[src/rtl/spi_arb_pkg.sv]
// Shared definitions for the SPI command arbiter: FSM encoding and default widths.
package spi_arb_pkg;

  typedef enum logic [1:0] {
    ARB_IDLE  = 2'd0,
    ARB_START = 2'd1,
    ARB_WAIT  = 2'd2,
    ARB_RESP  = 2'd3
  } arb_state_e;

  localparam int ARB_AW_DEF = 8;
  localparam int ARB_DW_DEF = 32;
  localparam int ARB_CNT_W  = 16;

endpackage

[src/rtl/spi_rr_pick.sv]
// Combinational round-robin picker: first set request at or above the pointer, wrapping.
module spi_rr_pick #(
  parameter int NREQ = 3
) (
  input  logic [NREQ-1:0]         i_req,
  input  logic [$clog2(NREQ)-1:0] i_ptr,
  output logic                    o_any,
  output logic [$clog2(NREQ)-1:0] o_grant
);

  localparam int IW = $clog2(NREQ);

  logic [IW:0]   w_sum;
  logic [IW-1:0] w_idx;

  // Scan offsets from farthest to nearest so the nearest request past the pointer wins
  always_comb begin
    o_any   = |i_req;
    o_grant = '0;
    w_sum   = '0;
    w_idx   = '0;
    for (int k = NREQ - 1; k >= 0; k--) begin
      w_sum = {1'b0, i_ptr} + (IW+1)'(k);
      w_idx = (w_sum >= (IW+1)'(NREQ)) ? IW'(w_sum - (IW+1)'(NREQ)) : IW'(w_sum);
      if (i_req[w_idx]) o_grant = w_idx;
    end
  end

endmodule

[src/rtl/spi_cmd_arbiter.sv]
// Round-robin arbiter sharing one SPI transaction engine between NREQ command sources.
module spi_cmd_arbiter
  import spi_arb_pkg::*;
#(
  parameter int NREQ    = 3,
  parameter int AW      = ARB_AW_DEF,
  parameter int DW      = ARB_DW_DEF,
  parameter int TIMEOUT = 4095
) (
  input  logic             clk,
  input  logic             rst_n,
  input  logic [NREQ-1:0]  req_valid,
  output logic [NREQ-1:0]  req_ready,
  input  logic [NREQ-1:0]  req_rw,
  input  logic [NREQ*AW-1:0] req_addr,
  input  logic [NREQ*DW-1:0] req_wdata,
  output logic [NREQ-1:0]  rsp_valid,
  output logic [DW-1:0]    rsp_rdata,
  output logic             rsp_err,
  output logic             eng_start,
  output logic             eng_rw,
  output logic [AW-1:0]    eng_addr,
  output logic [DW-1:0]    eng_wdata,
  input  logic             eng_busy,
  input  logic             eng_done,
  input  logic [DW-1:0]    eng_rdata
);

  localparam int IW = $clog2(NREQ);
  localparam logic [ARB_CNT_W-1:0] TMO_LIM = ARB_CNT_W'(TIMEOUT);
  localparam logic [NREQ-1:0]      ONE     = NREQ'(1);

  arb_state_e           r_state, w_state_nxt;
  logic [IW-1:0]        r_ptr, r_grant, w_pick;
  logic                 w_any;
  logic [ARB_CNT_W-1:0] r_cnt, w_cnt_inc;
  logic                 w_grant_fire, w_start_fire, w_done_fire, w_tmo_fire;
  logic [NREQ-1:0]      r_req_ready, r_rsp_valid;
  logic [DW-1:0]        r_rsp_rdata;
  logic                 r_rsp_err;
  logic                 r_eng_start, r_eng_rw;
  logic [AW-1:0]        r_eng_addr;
  logic [DW-1:0]        r_eng_wdata;

  spi_rr_pick #(.NREQ(NREQ)) u_pick (
    .i_req   (req_valid),
    .i_ptr   (r_ptr),
    .o_any   (w_any),
    .o_grant (w_pick)
  );

  // Saturate so a very long busy phase cannot wrap past the limit
  assign w_cnt_inc = (r_cnt == '1) ? r_cnt : r_cnt + 1'b1;

  // State register
  always_ff @(posedge clk or negedge rst_n) begin
    if (!rst_n) r_state <= ARB_IDLE;
    else        r_state <= w_state_nxt;
  end

  // Next-state logic
  always_comb begin
    w_state_nxt = r_state;
    case (r_state)
      ARB_IDLE:  if (w_grant_fire) w_state_nxt = ARB_START;
      ARB_START: if (w_start_fire) w_state_nxt = ARB_WAIT;
      ARB_WAIT:  if (w_done_fire || w_tmo_fire) w_state_nxt = ARB_RESP;
      ARB_RESP:  w_state_nxt = ARB_IDLE;
      default:   w_state_nxt = ARB_IDLE;
    endcase
  end

  // Per-state event decode; eng_done beats a coincident timeout
  always_comb begin
    w_grant_fire = (r_state == ARB_IDLE)  && w_any;
    w_start_fire = (r_state == ARB_START) && !eng_busy;
    w_done_fire  = (r_state == ARB_WAIT)  && eng_done;
    w_tmo_fire   = (r_state == ARB_WAIT)  && !eng_done && (w_cnt_inc >= TMO_LIM);
  end

  // Command latch, handshake pulses, timeout counter, response and pointer registers
  always_ff @(posedge clk or negedge rst_n) begin
    if (!rst_n) begin
      r_ptr       <= '0;
      r_grant     <= '0;
      r_cnt       <= '0;
      r_req_ready <= '0;
      r_rsp_valid <= '0;
      r_rsp_rdata <= '0;
      r_rsp_err   <= 1'b0;
      r_eng_start <= 1'b0;
      r_eng_rw    <= 1'b0;
      r_eng_addr  <= '0;
      r_eng_wdata <= '0;
    end else begin
      r_req_ready <= '0;
      r_rsp_valid <= '0;
      r_eng_start <= 1'b0;
      if (w_grant_fire) begin
        r_grant     <= w_pick;
        r_eng_rw    <= req_rw[w_pick];
        r_eng_addr  <= req_addr[int'(w_pick)*AW +: AW];
        r_eng_wdata <= req_wdata[int'(w_pick)*DW +: DW];
        r_req_ready <= ONE << w_pick;
        r_cnt       <= '0;
      end
      if (r_state == ARB_START || r_state == ARB_WAIT) r_cnt <= w_cnt_inc;
      if (w_start_fire) r_eng_start <= 1'b1;
      if (w_done_fire) begin
        r_rsp_rdata <= r_eng_rw ? eng_rdata : '0;
        r_rsp_err   <= 1'b0;
        r_rsp_valid <= ONE << r_grant;
      end else if (w_tmo_fire) begin
        r_rsp_rdata <= '0;
        r_rsp_err   <= 1'b1;
        r_rsp_valid <= ONE << r_grant;
      end
      if (r_state == ARB_RESP) r_ptr <= (r_grant == IW'(NREQ - 1)) ? '0 : r_grant + 1'b1;
    end
  end

  assign req_ready = r_req_ready;
  assign rsp_valid = r_rsp_valid;
  assign rsp_rdata = r_rsp_rdata;
  assign rsp_err   = r_rsp_err;
  assign eng_start = r_eng_start;
  assign eng_rw    = r_eng_rw;
  assign eng_addr  = r_eng_addr;
  assign eng_wdata = r_eng_wdata;

endmodule

[config.mk]
export PLATFORM = sky130hd
export DESIGN_NAME = spi_cmd_arbiter
export DESIGN_NICKNAME = d
export VERILOG_FILES = /design/src/rtl/spi_arb_pkg.sv /design/src/rtl/spi_rr_pick.sv /design/src/rtl/spi_cmd_arbiter.sv
export SDC_FILE = /design/constraint.sdc
export NUM_CORES = 1
export LEC_CHECK = 0
export CAP_MARGIN = 20
export CORE_MARGIN = 2
export CORE_UTILIZATION = 44
export DETAILED_ROUTE_END_ITERATION = 6
export MAX_ROUTING_LAYER = met4
export PLACE_DENSITY = 0.87
export SLEW_MARGIN = 20
export SYNTH_ARGS = -nofsm -noshare
export SYNTH_HDL_FRONTEND = slang
export SYNTH_HIERARCHICAL = 1
export SYNTH_SLANG_ARGS = --single-unit
[constraint.sdc]
create_clock -name clk -period 4.9 [get_ports clk]
set_input_delay 0.98 -clock clk [delete_from_list [all_inputs] [get_ports clk]]
set_output_delay 0.98 -clock clk [all_outputs]
set_load 0.05 [all_outputs]
Word-level counts from Yosys, hierarchy flattened
Cells that the tools add are included.

word-level totals
  output and inout bits = 81
  register bits after elaboration = 103
  logic and storage cells = 84

operators by class
  shift-type cells = 4
  add/subtract/negate cells = 7
  reduce and logical (&&, ||, !) cells = 14
  order comparisons = 8
  equality and inequality tests = 8
  mux-type cells = 31

operators with widths
  cell                   number
  $mux 32                3
  $shiftx 96x8->32       1
  $mux 16                3
  $shiftx 24x6->8        1
  $mux 2                 10
  $add 16x1->16 const B  1
  $eq 16x16->1 const B   1
  $ge 16x12->1 const B   1
  $lt 2x3->1 const B     4
  $mux 3                 3
  $bmux 1 s2             4
  $pmux 2 s4             1
  $mux 1                 7
  $eq 2x2->1 const B     3
  $ge 3x2->1 const B     2
  $ne 2x2->1 const B     3
  $shl 1x2->3 const A    2
  $sub 2x2->2 const B    3
  $logic_and 1x1->1      5
  $reduce_bool 2->1      2
  $add 2x1->3 const B    1
  $add 2x2->3 const B    1
  $reduce_and 3->1       1
  $reduce_or 3->1        1
  6 further kinds        8

Logic depth before layout (Yosys ltp)
  depth in word-level cells = 10
  gate-level depth with buffers = 11
  depth with buffers taken out = 9

Cells and area by module
Netlist, hierarchy kept.

modules (own cells, without submodules)
  module           sequential area each (µm²)  area an instance (µm²)  instances  cells an instance
  spi_cmd_arbiter  2,577.5                     4,877.2                 1          439
  spi_rr_pick      0.0                         143.9                   1          19

Least setup slack after synthesis
No wires, ideal clock.

  kind = input-to-reg
  start = input port req_valid[1]
  end = register r_eng_rw (netlist: eng_rw)
  setup slack = 2.246 ns
  data required time = 4.833 ns
  data arrival time = 2.587 ns
  stages on the path = 9
  cells stage by stage = and2b_1 o21ai_1 o311ai_1 nor2b_1 clkbuf_1 clkbuf_1 a22oi_1 nor2_1 a221o_1

between the ends
  cells in the longest elaborated chain, start to end = 7

ends and longest elaborated chain
  what                              line                    RTL
  start, declared                   spi_cmd_arbiter.sv:12   input logic [NREQ-1:0] req_valid,
  $bmux 1 s2                        spi_rr_pick.sv:25       if (i_req[w_idx]) o_grant = w_idx;
  $mux 1 (implied by the code)      spi_rr_pick.sv:25
  $mux 2 (2 in series)              spi_rr_pick.sv:25
  $mux 2 (*)                        spi_rr_pick.sv:25
  named net w_pick[1]               spi_cmd_arbiter.sv:34   logic [IW-1:0] r_ptr, r_grant, w_pick;
  $bmux 1 s2 (*)                    spi_cmd_arbiter.sv:101  r_eng_rw <= req_rw[w_pick];
  $mux 1 (implied by the code) (*)  spi_cmd_arbiter.sv:101
  end signal, assigned              spi_cmd_arbiter.sv:101
  end, declared                     spi_cmd_arbiter.sv:41   logic r_eng_start, r_eng_rw;

Mark *: on every way through the listed nets, which the timed path passes. The rest lies on a longest branch. The select of a mux whose other input is x is not followed.
A chain may end at the register's enable or synchronous reset.

Worst setup path after layout
  start = input port req_valid[2]
  end = register r_eng_wdata[21] (netlist: eng_wdata[21])

between the ends
  cells in the longest elaborated chain, start to end = 6

ends and longest elaborated chain
  what                          line                    RTL
  $bmux 1 s2                    spi_rr_pick.sv:25
  $mux 1 (implied by the code)  spi_rr_pick.sv:25
  $mux 2 (2 in series)          spi_rr_pick.sv:25
  $mux 2 (*)                    spi_rr_pick.sv:25
  named net w_pick[1]           spi_cmd_arbiter.sv:34
  $shiftx 96x8->32 (*)          spi_cmd_arbiter.sv:103  r_eng_wdata <= req_wdata[int'(w_pick)*DW +: DW];
  end signal, assigned          spi_cmd_arbiter.sv:103
  end, declared                 spi_cmd_arbiter.sv:43   logic [DW-1:0] r_eng_wdata;

Marks and branches as above.

==> results.py <==
metrics = {
    "final_layout": {
        "drive_above_1_share_pct": 7.602,
        "seqCellArea_um2": 2577,
        "n_fill_cell": 835,
        "stdcell_count": 827,
        "area_growth_syn_to_layout_pct": 55.32,
        "postLayoutCoreUtil_pct": 69.19,
        "diodes": 0,
        "nets": 850,
        "multi_input_area_um2": 2232,
    },
    "logic_synthesis": {
        "synthFlopType": "dfrtp_1",
        "syn_inst": 458,
        "synthArstFlopShare_pct": 100.0,
        "synth_warnings": 6,
        "synth-edff-count": 0,
        "ys_seq_elements": 103,
        "synth.top_cell.area_share_pct": 51.33,
        "syn_nets": 629,
        "synth_top_cell_by_area": "dfrtp_1",
        "ys_seq_area_share_pct": 51.33,
        "synth_area_leaders": "dfrtp_1 51%, a221o_1 8.2%, a22oi_1 6.3%",
        "synth_area_um2": 5021,
        "ys_types": 61,
        "syn_avg_cell_area_um2": 10.96,
    },
    "worst_setup_path": {
        "path_depth": 9,
        "path_buf_inv": 2,
        "cp-start-kind": "input pin",
        "critPathKind": "input pin to flop",
        "crit_fanout": 42,
        "end_kind": "flop",
        "critPathMaxStageDelay_ps": 610,
        "cp.required_ps": 5180,
        "crit_chain": "clkdlybuf4s50_1, a21boi_2, o21ai_1, o311ai_1, nor2b_2, buf_4, a22oi_1, nor2_1, a221o_1",
        "reg2reg_depth": 8,
        "slowest_stage": "o311ai_1",
        "critical-path-top-delay-family": "compound AO/OA/AOI/OAI gates",
        "arrival_ps": 3520,
    },
    "placed_design": {
        "port-buffer-count": 242,
        "placed_cells": 811,
        "gp_congestion": 0.8619,
        "dpl.hpwl_um": 11350,
    },
    "clocking": {
        "cts_tree": "yes",
        "cts_buffers": 9,
        "clk_path_buf_depth": 2,
        "clock_latency_ps": 350,
        "path_clk_slew_ps": 80,
        "cts_resized": 0,
        "h-tree-depth": 3,
        "cts-root-buf": "clkbuf_16",
        "clock-sinks": 103,
        "ctsHoldBuffers": 0,
        "post_cts_buffers": 0,
    },
    "min_path": {
        "hold_path.class": "flop to flop",
        "whs_path_depth": 2,
    },
    "drt": {
        "via_count": 4872,
        "dr.pass1.iters": 5,
        "via_per_inst": 5.891,
        "totalWireLength_um": 15640,
        "wl_per_cell_um": 18.92,
        "antenna_left": 0,
        "dr.first_iter.drc_count": 305,
        "drc": 0,
    },
    "sta": {
        "skew_ps": 10.82,
        "tightest_slew_ps": 869.9,
        "min_period_over_period_pct": 66.13,
        "hold_viol_final": 0,
        "max_freq_ghz": 0.3086,
        "max_slew_margin_pct": 42.01,
        "slew_viol_final": 0,
        "period_needed_ps": 3241,
        "setup_viol": 0,
        "rsz0062_at_grt": "false",
        "setup_tns_ps": 0,
    },
    "power_and_ir_drop": {
        "comb_power_share_pct": 56.3,
        "p_sw_uw": 2269,
        "switching_share_pct": 46.71,
        "p_int_uw": 2589,
        "vdd_drop_max_mv": 0.3899,
        "power_leakage_uw": 0.003236,
        "seqPwrFrac_pct": 28.4,
        "p_clk_share_pct": 15.3,
        "power.density_nw_per_um2": 622.9,
        "finalPower_uw": 4857,
    },
    "job": {
        "maxCapViolCount": 0,
    },
    "floorplanning": {
        "die-area_um2": 12280,
        "placementRows": 39,
        "fp.dieH_um": 110.8,
        "core_um2": 11270,
        "num_io_pins": 243,
        "start_util_pct": 44.54,
        "die_w_um": 110.8,
    },
    "run_status": {
        "status": "complete, no violations",
    },
    "grt": {
        "grt_max_degree": 87,
        "grt_overflow": 0,
        "antenna_found_initial": 0,
        "grt_pass1_vias": 4954,
        "grt_pass1_wl_um": 24980,
        "grt.total_usage_pct": 25.89,
    },
}
==> power groups by stage <==
stage / Clock, µW / Sequential, µW / Combinational, µW
floorplan: 0 / 2150 / 1070
global placement: 0 / 1370 / 2660
detailed placement: 0 / 1380 / 2730
CTS: 760 / 1370 / 2740
global route: 797 / 1410 / 2900
finish: 744 / 1380 / 2740
==> metrics by stage <==
stage	setup slack (ps)	instance area [µm²]	hold WS, ps
6_report	1659	7799	506.1
5_1_grt	1483	7799	523.4
4_1_cts	1668	7797	512.4
3_5_place_dp	1326	7486	489.9
3_3_place_gp	1493	7486	464.9
2_1_floorplan	2246	5021	479.2
==> worst reg2reg max path: cells and delay by family, from the launching register on <==
family	cells	cell delay (ps)
and+or+nand+nor	2	360
buffers and inverters	1	260
AOI/OAI and AO/OA	4	1350
adders and majority gates	1	350
DFF	1	490
==> per-layer routing <==
| layer | track usage, % | vias up | part of all wire (%) | routed length, µm |
|---|---|---|---|---|
| met4 | 7.167 | 0 | 2.2 | 342 |
| met2 | 44.91 | 253 | 51 | 8035 |
| li1 | - | 2207 | - | - |
| met1 | 29.36 | 2382 | 37 | 5830 |
| met3 | 7.490 | 30 | 9.2 | 1435 |
| met5 | - | - | 0 | 0 |
==> cell usage in the layout, fill, tap and decap left out, types with 3 or more instances in the layout <==
master and instances:
and3_1 7, and3_2 3, nand3_1 4, a221o_1 41, o21ai_0 13, nand2_1 17, a22o_2 5, mux2i_1 3
a22oi_1 42, a22o_1 28, ha_1 9, clkdlybuf4s50_1 241, a21oi_1 13, nor2_1 53, a31oi_1 10, inv_1 9
dfrtp_1 103, clkbuf_16 9, nand4_1 5, nor3_1 3, mux2_2 4, buf_4 7
==> synth_stat cells (all sizes together), types with 3 or more instances <==
cell    instances
nand4           5
dfrtp         103
a22o           33
a31oi          10
and3           10
ha              9
nand3           5
nor2           53
buf             6
inv             9
clkbuf         30
a21oi          13
o21ai          15
a22oi          42
mux2i           3
nor2b           4
mux2            4
and4            4
nand2          18
nor3            4
a221o          41
nor3b           3
==> state kept, by name (all words and copies together) (netlist names) <==
signal,cells
rsp_err,1
req_ready,3
r_state,2
eng_addr,8
rsp_valid,3
r_cnt,16
eng_start,1
rsp_rdata,32
r_ptr,2
eng_wdata,32
eng_rw,1
r_grant,2
==> kinds of logic after synthesis <==
kind of cell / share of synthesized area (%)
AO/OA/AOI/OAI: 27.71
AND/OR/NAND/NOR: 12.56
flip-flops: 51.33
buffers and inverters: 4.485
adder cells (fa/ha/maj): 2.243
multiplexers: 1.495
XOR/XNOR: 0.1745
==> final timing paths <==
path,from,to,slack (ps)
max in group asynchronous,rst_n,rsp_rdata[6],3200
max,req_valid[2],eng_wdata[21],1660
min reg2reg,rsp_err,rsp_err,510
max reg2reg,r_cnt[0],rsp_rdata[1],1980
min,rsp_err,rsp_err,510
min in group asynchronous,rst_n,eng_start,740
==> cell type report <==
cell class | instances | share of cell area [%]
clock buffers | 9 | 2.888
clock inverters | 7 | 1.107
repair buffers | 248 | 31.61
well taps | 143 | 2.294
flip-flops and latches | 103 | 33.05
inverters | 9 | 0.4332
multi-input cells | 308 | 28.62
No activity file was read; power rests on OpenSTA's default activity.
